<file path="config.mk">
export PLATFORM = sky130hd
export DESIGN_NAME = seg7_scan_controller
export DESIGN_NICKNAME = d
export VERILOG_FILES = /design/src/rtl/seg7_pkg.sv /design/src/rtl/seg7_scan_timer.sv /design/src/rtl/seg7_scan_controller.sv
export SDC_FILE = /design/constraint.sdc
export NUM_CORES = 1
export LEC_CHECK = 0
export CORE_MARGIN = 4
export CORE_UTILIZATION = 40
export CTS_CLUSTER_SIZE = 10
export DETAILED_ROUTE_END_ITERATION = 10
export GPL_TIMING_DRIVEN = 0
export PLACE_DENSITY_LB_ADDON = 0.05
export SLEW_MARGIN = 20
export SYNTH_ARGS = -nofsm -noshare
export SYNTH_HDL_FRONTEND = slang
export SYNTH_SLANG_ARGS = --single-unit
</file>
<file path="constraint.sdc">
create_clock -name clk -period 3.2 [get_ports clk]
set_clock_uncertainty 0.2 [all_clocks]
set_input_delay 0.32 -clock clk [delete_from_list [all_inputs] [get_ports clk]]
set_output_delay 0.32 -clock clk [all_outputs]
set_load 0.05 [all_outputs]
</file>
<file path="src/rtl/seg7_pkg.sv">
// Shared constants for the multiplexed seven-segment scan controller.
// Latency: n/a (definitions only).
// Backpressure: n/a (definitions only).
package seg7_pkg;

    // Scan FSM encoding, kept as plain constants so older tooling can read it.
    localparam logic [1:0] ST_LOAD  = 2'd0;
    localparam logic [1:0] ST_ON    = 2'd1;
    localparam logic [1:0] ST_BLANK = 2'd2;

    // LOAD covers the registered nibble plus the decoder's own register stage.
    localparam int LOAD_CYCLES      = 2;
    localparam int DEF_ON_CYCLES    = 50000;
    localparam int DEF_BLANK_CYCLES = 500;

    function automatic int max_int(input int a, input int b);
        return (a > b) ? a : b;
    endfunction

    // The phase timer holds (length - 1) of the longest phase.
    function automatic int cnt_width(input int on_c, input int blank_c);
        return $clog2(max_int(max_int(on_c, blank_c), LOAD_CYCLES) + 1);
    endfunction

endpackage

</file>
<file path="src/rtl/seg7_scan_timer.sv">
// Loadable down-counter timing one scan phase; done is high on the last cycle of the phase.
// Latency: load takes effect on the next edge; done is combinational from the count.
// Backpressure: none, free-running once loaded.
module seg7_scan_timer #(
    parameter int               CNT_W   = 16,
    parameter logic [CNT_W-1:0] RST_VAL = '0
) (
    input  logic             clk,
    input  logic             rst,
    input  logic             load,
    input  logic [CNT_W-1:0] load_val,
    output logic             done
);

    logic [CNT_W-1:0] cnt;

    assign done = (cnt == '0);

    // Count down to zero and hold; a load (re)starts the next phase.
    always_ff @(posedge clk) begin
        if (!rst) begin
            cnt <= RST_VAL;
        end else if (load) begin
            cnt <= load_val;
        end else if (cnt != '0) begin
            cnt <= cnt - CNT_W'(1);
        end
    end

endmodule

</file>
<file path="src/rtl/seg7_scan_controller.sv">
// Scans a hex digit buffer across a shared nibble decoder onto one-hot anodes with blanking gaps.
// Latency: per digit 2 load + ON_CYCLES lit + BLANK_CYCLES dark; an_out/seg_out lag the FSM by 1.
// Backpressure: wr_ready drops while a commit waits for the frame boundary; writes then are ignored.
module seg7_scan_controller
    import seg7_pkg::*;
#(
    parameter  int NUM_DIGITS   = 4,
    parameter  int ON_CYCLES    = DEF_ON_CYCLES,
    parameter  int BLANK_CYCLES = DEF_BLANK_CYCLES,
    localparam int IDX_W        = $clog2(NUM_DIGITS),
    localparam int CNT_W        = cnt_width(ON_CYCLES, BLANK_CYCLES)
) (
    input  logic                  clk,
    input  logic                  rst,
    input  logic                  wr_valid,
    input  logic [IDX_W-1:0]      wr_idx,
    input  logic [3:0]            wr_value,
    input  logic                  commit,
    output logic                  wr_ready,
    input  logic [NUM_DIGITS-1:0] blank_mask,
    output logic [3:0]            dec_num,
    input  logic [6:0]            dec_seg,
    output logic [6:0]            seg_out,
    output logic [NUM_DIGITS-1:0] an_out
);

    localparam logic [IDX_W-1:0] LAST_IDX  = IDX_W'(NUM_DIGITS - 1);
    localparam logic [IDX_W:0]   NUM_IDX   = (IDX_W + 1)'(NUM_DIGITS);
    localparam logic [CNT_W-1:0] LOAD_LD   = CNT_W'(LOAD_CYCLES - 1);
    localparam logic [CNT_W-1:0] ON_LD     = CNT_W'(ON_CYCLES - 1);
    localparam logic [CNT_W-1:0] BLANK_LD  = CNT_W'(BLANK_CYCLES - 1);

    logic [1:0]            state;
    logic [IDX_W-1:0]      scan_idx;
    logic                  commit_pending;
    logic [3:0]            shadow [NUM_DIGITS];
    logic [3:0]            active [NUM_DIGITS];

    logic                  tmr_done;
    logic [CNT_W-1:0]      tmr_load_val;
    logic                  frame_end;
    logic                  wr_in_range;
    logic [NUM_DIGITS-1:0] an_next;
    logic [6:0]            seg_next;

    // Held off while a commit is waiting, so the shadow copy cannot change under it.
    assign wr_ready    = !commit_pending;
    assign wr_in_range = ({1'b0, wr_idx} < NUM_IDX);

    // The last dark cycle of the last digit is the only place a commit may land.
    assign frame_end = (state == ST_BLANK) && tmr_done && (scan_idx == LAST_IDX);

    // Each phase's timer is reloaded with the length of the phase that follows it.
    always_comb begin
        tmr_load_val = LOAD_LD;
        case (state)
            ST_LOAD:  tmr_load_val = ON_LD;
            ST_ON:    tmr_load_val = BLANK_LD;
            default:  tmr_load_val = LOAD_LD;
        endcase
    end

    // Reset value matches LOAD's length since the FSM restarts in LOAD.
    seg7_scan_timer #(
        .CNT_W   (CNT_W),
        .RST_VAL (LOAD_LD)
    ) u_timer (
        .clk      (clk),
        .rst      (rst),
        .load     (tmr_done),
        .load_val (tmr_load_val),
        .done     (tmr_done)
    );

    // Phase sequencing LOAD -> ON -> BLANK, stepping to the next digit after BLANK.
    always_ff @(posedge clk) begin
        if (!rst) begin
            state    <= ST_LOAD;
            scan_idx <= '0;
        end else if (tmr_done) begin
            case (state)
                ST_LOAD:  state <= ST_ON;
                ST_ON:    state <= ST_BLANK;
                ST_BLANK: begin
                    state    <= ST_LOAD;
                    scan_idx <= (scan_idx == LAST_IDX) ? '0 : scan_idx + IDX_W'(1);
                end
                default:  state <= ST_LOAD;
            endcase
        end
    end

    // Shadow writes, commit latching, and the frame-aligned shadow->active publish.
    always_ff @(posedge clk) begin
        if (!rst) begin
            for (int i = 0; i < NUM_DIGITS; i++) begin
                shadow[i] <= 4'd0;
                active[i] <= 4'd0;
            end
            commit_pending <= 1'b0;
        end else begin
            if (wr_valid && wr_ready && wr_in_range) begin
                shadow[wr_idx] <= wr_value;
            end
            if (frame_end && commit_pending) begin
                for (int i = 0; i < NUM_DIGITS; i++) begin
                    active[i] <= shadow[i];
                end
                commit_pending <= 1'b0;
            end else if (commit && wr_ready) begin
                commit_pending <= 1'b1;
            end
        end
    end

    // Present the current digit's nibble during LOAD; it stays put through ON.
    always_ff @(posedge clk) begin
        if (!rst) begin
            dec_num <= 4'd0;
        end else if (state == ST_LOAD) begin
            dec_num <= active[scan_idx];
        end
    end

    // Only the ON phase lights anything; blank_mask is applied live per cycle.
    always_comb begin
        an_next  = '0;
        seg_next = 7'd0;
        if (state == ST_ON) begin
            an_next[scan_idx] = 1'b1;
            if (!blank_mask[scan_idx]) begin
                seg_next = dec_seg;
            end
        end
    end

    // Register the pin drivers so anodes and segments switch cleanly on the same edge.
    always_ff @(posedge clk) begin
        if (!rst) begin
            an_out  <= '0;
            seg_out <= 7'd0;
        end else begin
            an_out  <= an_next;
            seg_out <= seg_next;
        end
    end

endmodule

</file>
=== Word level (Yosys, flattened, before mapping) ===
Memory sizes are Yosys's and may differ from the RTL's. A register that Yosys moved wholly into a read port is not among the register bits.
Cells that the tools add are included.

* $add $sub $neg: 2
* Order comparisons: 2
* Eq/ne operators: 3
* Mux-type cells: 23
* Bitwise gates (word level): 6
* Reduce and logical (&&, ||, !) cells: 17

{| class="wikitable"
|+ Operator list
! operator !! number
|-
| 16-bit 2-to-1 mux || 2
|-
| 16-bit case mux with 2 select lines || 1
|-
| 4-bit 2-to-1 mux || 5
|-
| 16-bit zero test || 1
|-
| 16-bit nonzero test || 1
|-
| 16-bit by 1-bit subtractor with 16-bit output (second input constant) || 1
|-
| 1-bit 2-to-1 mux || 10
|-
| 1-bit logical AND || 6
|-
| 2-bit equality test (second input constant) || 2
|-
| 2-bit 2-to-1 mux || 2
|-
| 1-bit OR || 4
|-
| 2-bit case mux with 2 select lines || 1
|-
| 2-bit AND reduction || 2
|-
| 4-bit OR reduction || 1
|-
| 2-bit by 3-bit < comparator with 1-bit output (second input constant) || 1
|-
| 3-bit OR reduction || 1
|-
| 2-bit by 1-bit adder with 2-bit output (second input constant) || 1
|-
| 1-bit binary-select mux with 2-bit select || 1
|-
| 1-bit demux with 2-bit select || 1
|-
| 2-bit by 1-bit equality test with 1-bit output (second input constant) || 1
|-
| 2-bit by 1-bit greater-or-equal comparator with 1-bit output (second input constant) || 1
|-
| 1-bit zero test || 2
|-
| 2-bit zero test || 1
|-
| 1-bit NOT || 2
|-
| 2 further kinds || 2
|}

* Register bits after elaboration: 32
* Memory bits (writable): 32
* Output and inout bits: 16
* Logic and storage cells: 61
* Memories: 2

{| class="wikitable"
|+ Memory list
! memory !! depth !! width !! read ports !! clocked after Yosys merged registers in !! write ports !! line !! source
|-
| active || 4 || 4 || 1 || 1 || 4 || seg7_scan_controller.sv:37 || <nowiki>logic [3:0] active [NUM_DIGITS];</nowiki>
|-
| shadow || 4 || 4 || 4 || 0 || 4 || seg7_scan_controller.sv:36 || <nowiki>logic [3:0] shadow [NUM_DIGITS];</nowiki>
|}

=== Longest topological paths before layout ===
* Word-level depth: 8
* Gate-level depth with buffers: 7
* Gate-level depth less buffers: 6

=== Cells and area by module ===
A second synthesis with hierarchy kept.

* Cell total of the unflattened synthesis: 277
* Area, all modules: 3021.6 µm²

{| class="wikitable"
|+ Modules (own cells, without submodules)
! module !! instances !! cells each !! area each (µm²) !! seq. area each (µm²)
|-
| seg7_scan_controller || 1 || 162 || 2089.5 || 1361.3
|-
| seg7_scan_timer || 1 || 115 || 932.1 || 320.3
|}

=== Worst setup path before layout ===
OpenSTA, ideal clock, no wires.

* Kind: flip-flop to flip-flop
* Start: reg u_timer.cnt[0]
* End: mem active[0][0], enable pin
* Setup time: 392 ps
* Data arrival time: 2113 ps
* Required time: 2608 ps
* Slack: 494 ps
* Cell stages (with the launch flop): 7
* Path buffers: 1
* Period minus slack after synthesis: 2706 ps
* Cell sequence: dfxtp_1 inv_1 ha_1 nor4b_1 nand4_1 buf_2 o21ai_1

{| class="wikitable"
|+ RTL lines
! what !! line !! source
|-
| from (decl) || seg7_scan_timer.sv:15 || <nowiki>logic [CNT_W-1:0] cnt;</nowiki>
|-
| from (signal assigned) || seg7_scan_timer.sv:24 || <nowiki>cnt <= load_val;</nowiki>
|-
| from (signal assigned) || seg7_scan_timer.sv:26 || <nowiki>cnt <= cnt - CNT_W'(1);</nowiki>
|-
| to (decl) || seg7_scan_controller.sv:37 ||
|}

==> flow_summary.json <==
{
  "status": "completed",
  "grt_use_total": 0.1300,
  "cts_buffer_depth": 2,
  "worstPathRequired_ns": 2.96,
  "yosysUniqueCellTypes": 41,
  "nets": 319,
  "r2r_cells": 6,
  "dpl_cell_area_mm2": 0.003410,
  "cts_tree": "yes",
  "utilization": 0.5153,
  "startpoint_type": "register",
  "critical_path_class": "reg -> reg",
  "postCtsSetupRepairBufs": 0,
  "grt_antenna_before_repair": 0,
  "layout_common_cells": "and2_1 (40), dfxtp_1 (36), clkdlybuf4s50_1 (36), edfxtp_1 (32), nor2_1 (14)",
  "r2r_start": "u_timer.cnt[0]$_SDFF_PN1_",
  "max_freq_mhz": 362.3,
  "power_density_mw_per_mm2": 706.1,
  "r2r_slack_ns": 0.44,
  "avgSynthCellArea_um2": 11.94,
  "whs_path_depth": 2,
  "synth_edf_count": 32,
  "post_cts_resize_count": 0,
  "initial_core_util": 0.4213,
  "syn_nets": 272,
  "wl_per_cell_um": 13.36,
  "dpl.cell_count": 377,
  "h-tree-depth": 3,
  "finalHoldViolations": 0,
  "timing.rr.end": "active[3][2]$_SDFFCE_PN0P_",
  "async_reset_ff_frac": 0,
  "grt_pass1_wl_mm": 8.707,
  "cts_hold_buf": 0,
  "mostFrequentLayoutCell": "and2_1",
  "report.final.setup_viol": 0,
  "drcViolationCount": 0,
  "cpMaxStageDelayCell": "o21ai_2",
  "ant_nets": 0,
  "design_area_mm2": 0.003578,
  "dp_hpwl_mm": 3.807,
  "clkLatencyLatePin_ns": 0.34,
  "area_growth_pct": 22.33,
  "io-pin-count": 37,
  "clk_pin_slew_worst_paths_ns": 0.07,
  "core-area_mm2": 0.006944,
  "place.gp.congestion": 0.7499,
  "fin_crit_sh": 0.8625,
  "fin_cells": 393,
  "leakage_uw": 0.001324,
  "crit_fanout": 17,
  "die_height_um": 93.52,
  "io_buffer_count": 36,
  "dr.pass1.iters": 4,
  "vias": 1887,
  "fillCellCount": 626,
  "die_x_um": 93.52,
  "ir_drop_uv": 237.1,
  "crit_arrival_ns": 2.52,
  "numCtsBuffers": 9,
  "hold_path_startpoint": "commit_pending$_SDFFE_PP0P_",
  "maxCapViolCount": 0,
  "tightestPinTransition_ns": 0.8021,
  "period_needed_ns": 2.760,
  "rsz0062_at_grt": "no",
  "cts_num_sinks": 68,
  "critPathMaxStageDelay_ns": 0.67,
  "end_kind": "register",
  "dieArea_mm2": 0.008745,
  "diodes": 0,
  "cts_root_buf": "clkbuf_8",
  "first_iter_violations": 70,
  "ys.flop_type": "dfxtp_1",
  "postSynthCellCount": 245,
  "netlist_area_mm2": 0.002925,
  "wl_mm": 5.250,
  "synth-seq-area-share": 0.5749,
  "ys.warnings.count": 0,
  "vias_per_cell": 4.802,
  "grt_max_degree": 18,
  "hold_path.class": "reg -> reg",
  "overflow": 0,
  "synth-seq-cells": 68,
  "layout-drive-gt1-share": 0.1212,
  "num_rows": 30,
  "drv_slew": 0,
  "grt_pass1_vias": 1803,
  "holdPathEnd": "commit_pending$_SDFFE_PP0P_",
  "crit_chain": "inv_1, ha_1, nor4b_1, nand4_1, buf_2, o21ai_2",
  "max-slew-margin-rel": 0.4652
}
## flip-flops by register name, indices dropped and copies added, names as in the netlist
register,flops
seg_out,7
active,16
shadow,16
scan_idx,2
u_timer.cnt,16
commit_pending,1
an_out,4
dec_num,4
state,2
## layer usage
layer	wire length, um	track usage	vias up
met2	2241	0.1894	39
met3	297	0.04344	9
met5	0	0	-
met1	2629	0.1760	874
met4	82	0.05495	0
li1	-	-	965
## worst max-delay path by stage
stage | start | to | slack (ns) | cells past startpoint
floorplan | u_timer.cnt[0]$_SDFF_PN1_ | active[0][0]$_SDFFCE_PN0P_ | 0.49 | 6
global placement | u_timer.cnt[0]$_SDFF_PN1_ | active[0][3]$_SDFFCE_PN0P_ | -0.04 | 6
detailed placement | u_timer.cnt[0]$_SDFF_PN1_ | active[3][1]$_SDFFCE_PN0P_ | 0.41 | 6
CTS | u_timer.cnt[0]$_SDFF_PN1_ | active[3][2]$_SDFFCE_PN0P_ | 0.38 | 6
global route | u_timer.cnt[0]$_SDFF_PN1_ | active[3][2]$_SDFFCE_PN0P_ | 0.23 | 6
finish | u_timer.cnt[0]$_SDFF_PN1_ | active[3][2]$_SDFFCE_PN0P_ | 0.44 | 6
## through the flow
| step | setup WS [ns] | hold WS [ns] | power (uW) | setup TNS (ns) |
|---|---|---|---|---|
| after CTS | 0.3844 | 0.2765 | 2550 | 0 |
| final | 0.4400 | 0.2786 | 2527 | 0 |
| after detailed placement | 0.4130 | 0.2581 | 1938 | 0 |
| after floorplan | 0.4943 | 0.2215 | 1757 | 0 |
| after global placement | -0.04130 | 0.2533 | 1936 | -0.6495 |
| after global routing | 0.2322 | 0.2985 | 2697 | 0 |
## report_power, final
group,internal (uW),switching (uW)
combinational,333,419
clock,280,324
sequential,1030,141
## synth_stat cells (2+ instances only)
library cell,number,area share
a21oi_1,12,0.021
and2_1,40,0.086
and3_1,3,0.0064
clkbuf_1,4,0.0051
dfxtp_1,36,0.25
edfxtp_1,32,0.33
ha_1,6,0.026
inv_1,6,0.0077
mux2i_1,4,0.014
mux4_2,5,0.038
nand2_1,13,0.017
nand2b_1,3,0.0064
nand3_1,5,0.0086
nand4_1,3,0.0064
nor2_1,14,0.018
nor3_1,6,0.010
nor3_4,3,0.017
nor3b_1,5,0.013
nor4_2,2,0.0086
o21ai_0,6,0.010
o21ai_1,4,0.0068
or4_1,2,0.0051
or4_4,2,0.0077
xnor2_1,7,0.021
xor2_1,6,0.018
## cell families after synthesis
kind of cell | after synthesis | share of synthesized area
xor gates and xnor gates | 13 | 0.03892
DFF | 68 | 0.5748
and+or+nand+nor | 109 | 0.2391
AOI/OAI and AO/OA | 25 | 0.04577
adders and majority gates | 6 | 0.02566
buffers and inverters | 14 | 0.01967
muxes | 10 | 0.05603
## worst max-delay path, delay by kind of cell, from the launching register on
kind | cells | cell delay [ns]
flip-flops | 1 | 0.37
buffers and inverters | 2 | 0.38
AO/OA/AOI/OAI | 1 | 0.67
adder cells (fa/ha/maj) | 1 | 0.25
AND/OR/NAND/NOR | 2 | 0.51
## area by class of cell
class / instances / area (um2) / area share
clock buffers: 10 / 127.6 / 0.03566
plain buffers: 6 / 27.53 / 0.007692
inverters: 8 / 30.03 / 0.008392
flip-flops and latches: 68 / 1682 / 0.4699
clock inverters: 6 / 41.29 / 0.01154
multi-input cells: 163 / 1190 / 0.3325
well taps: 96 / 120.1 / 0.03357
repair buffers: 36 / 360.3 / 0.1007
No activity file was read; power rests on OpenSTA's default activity.
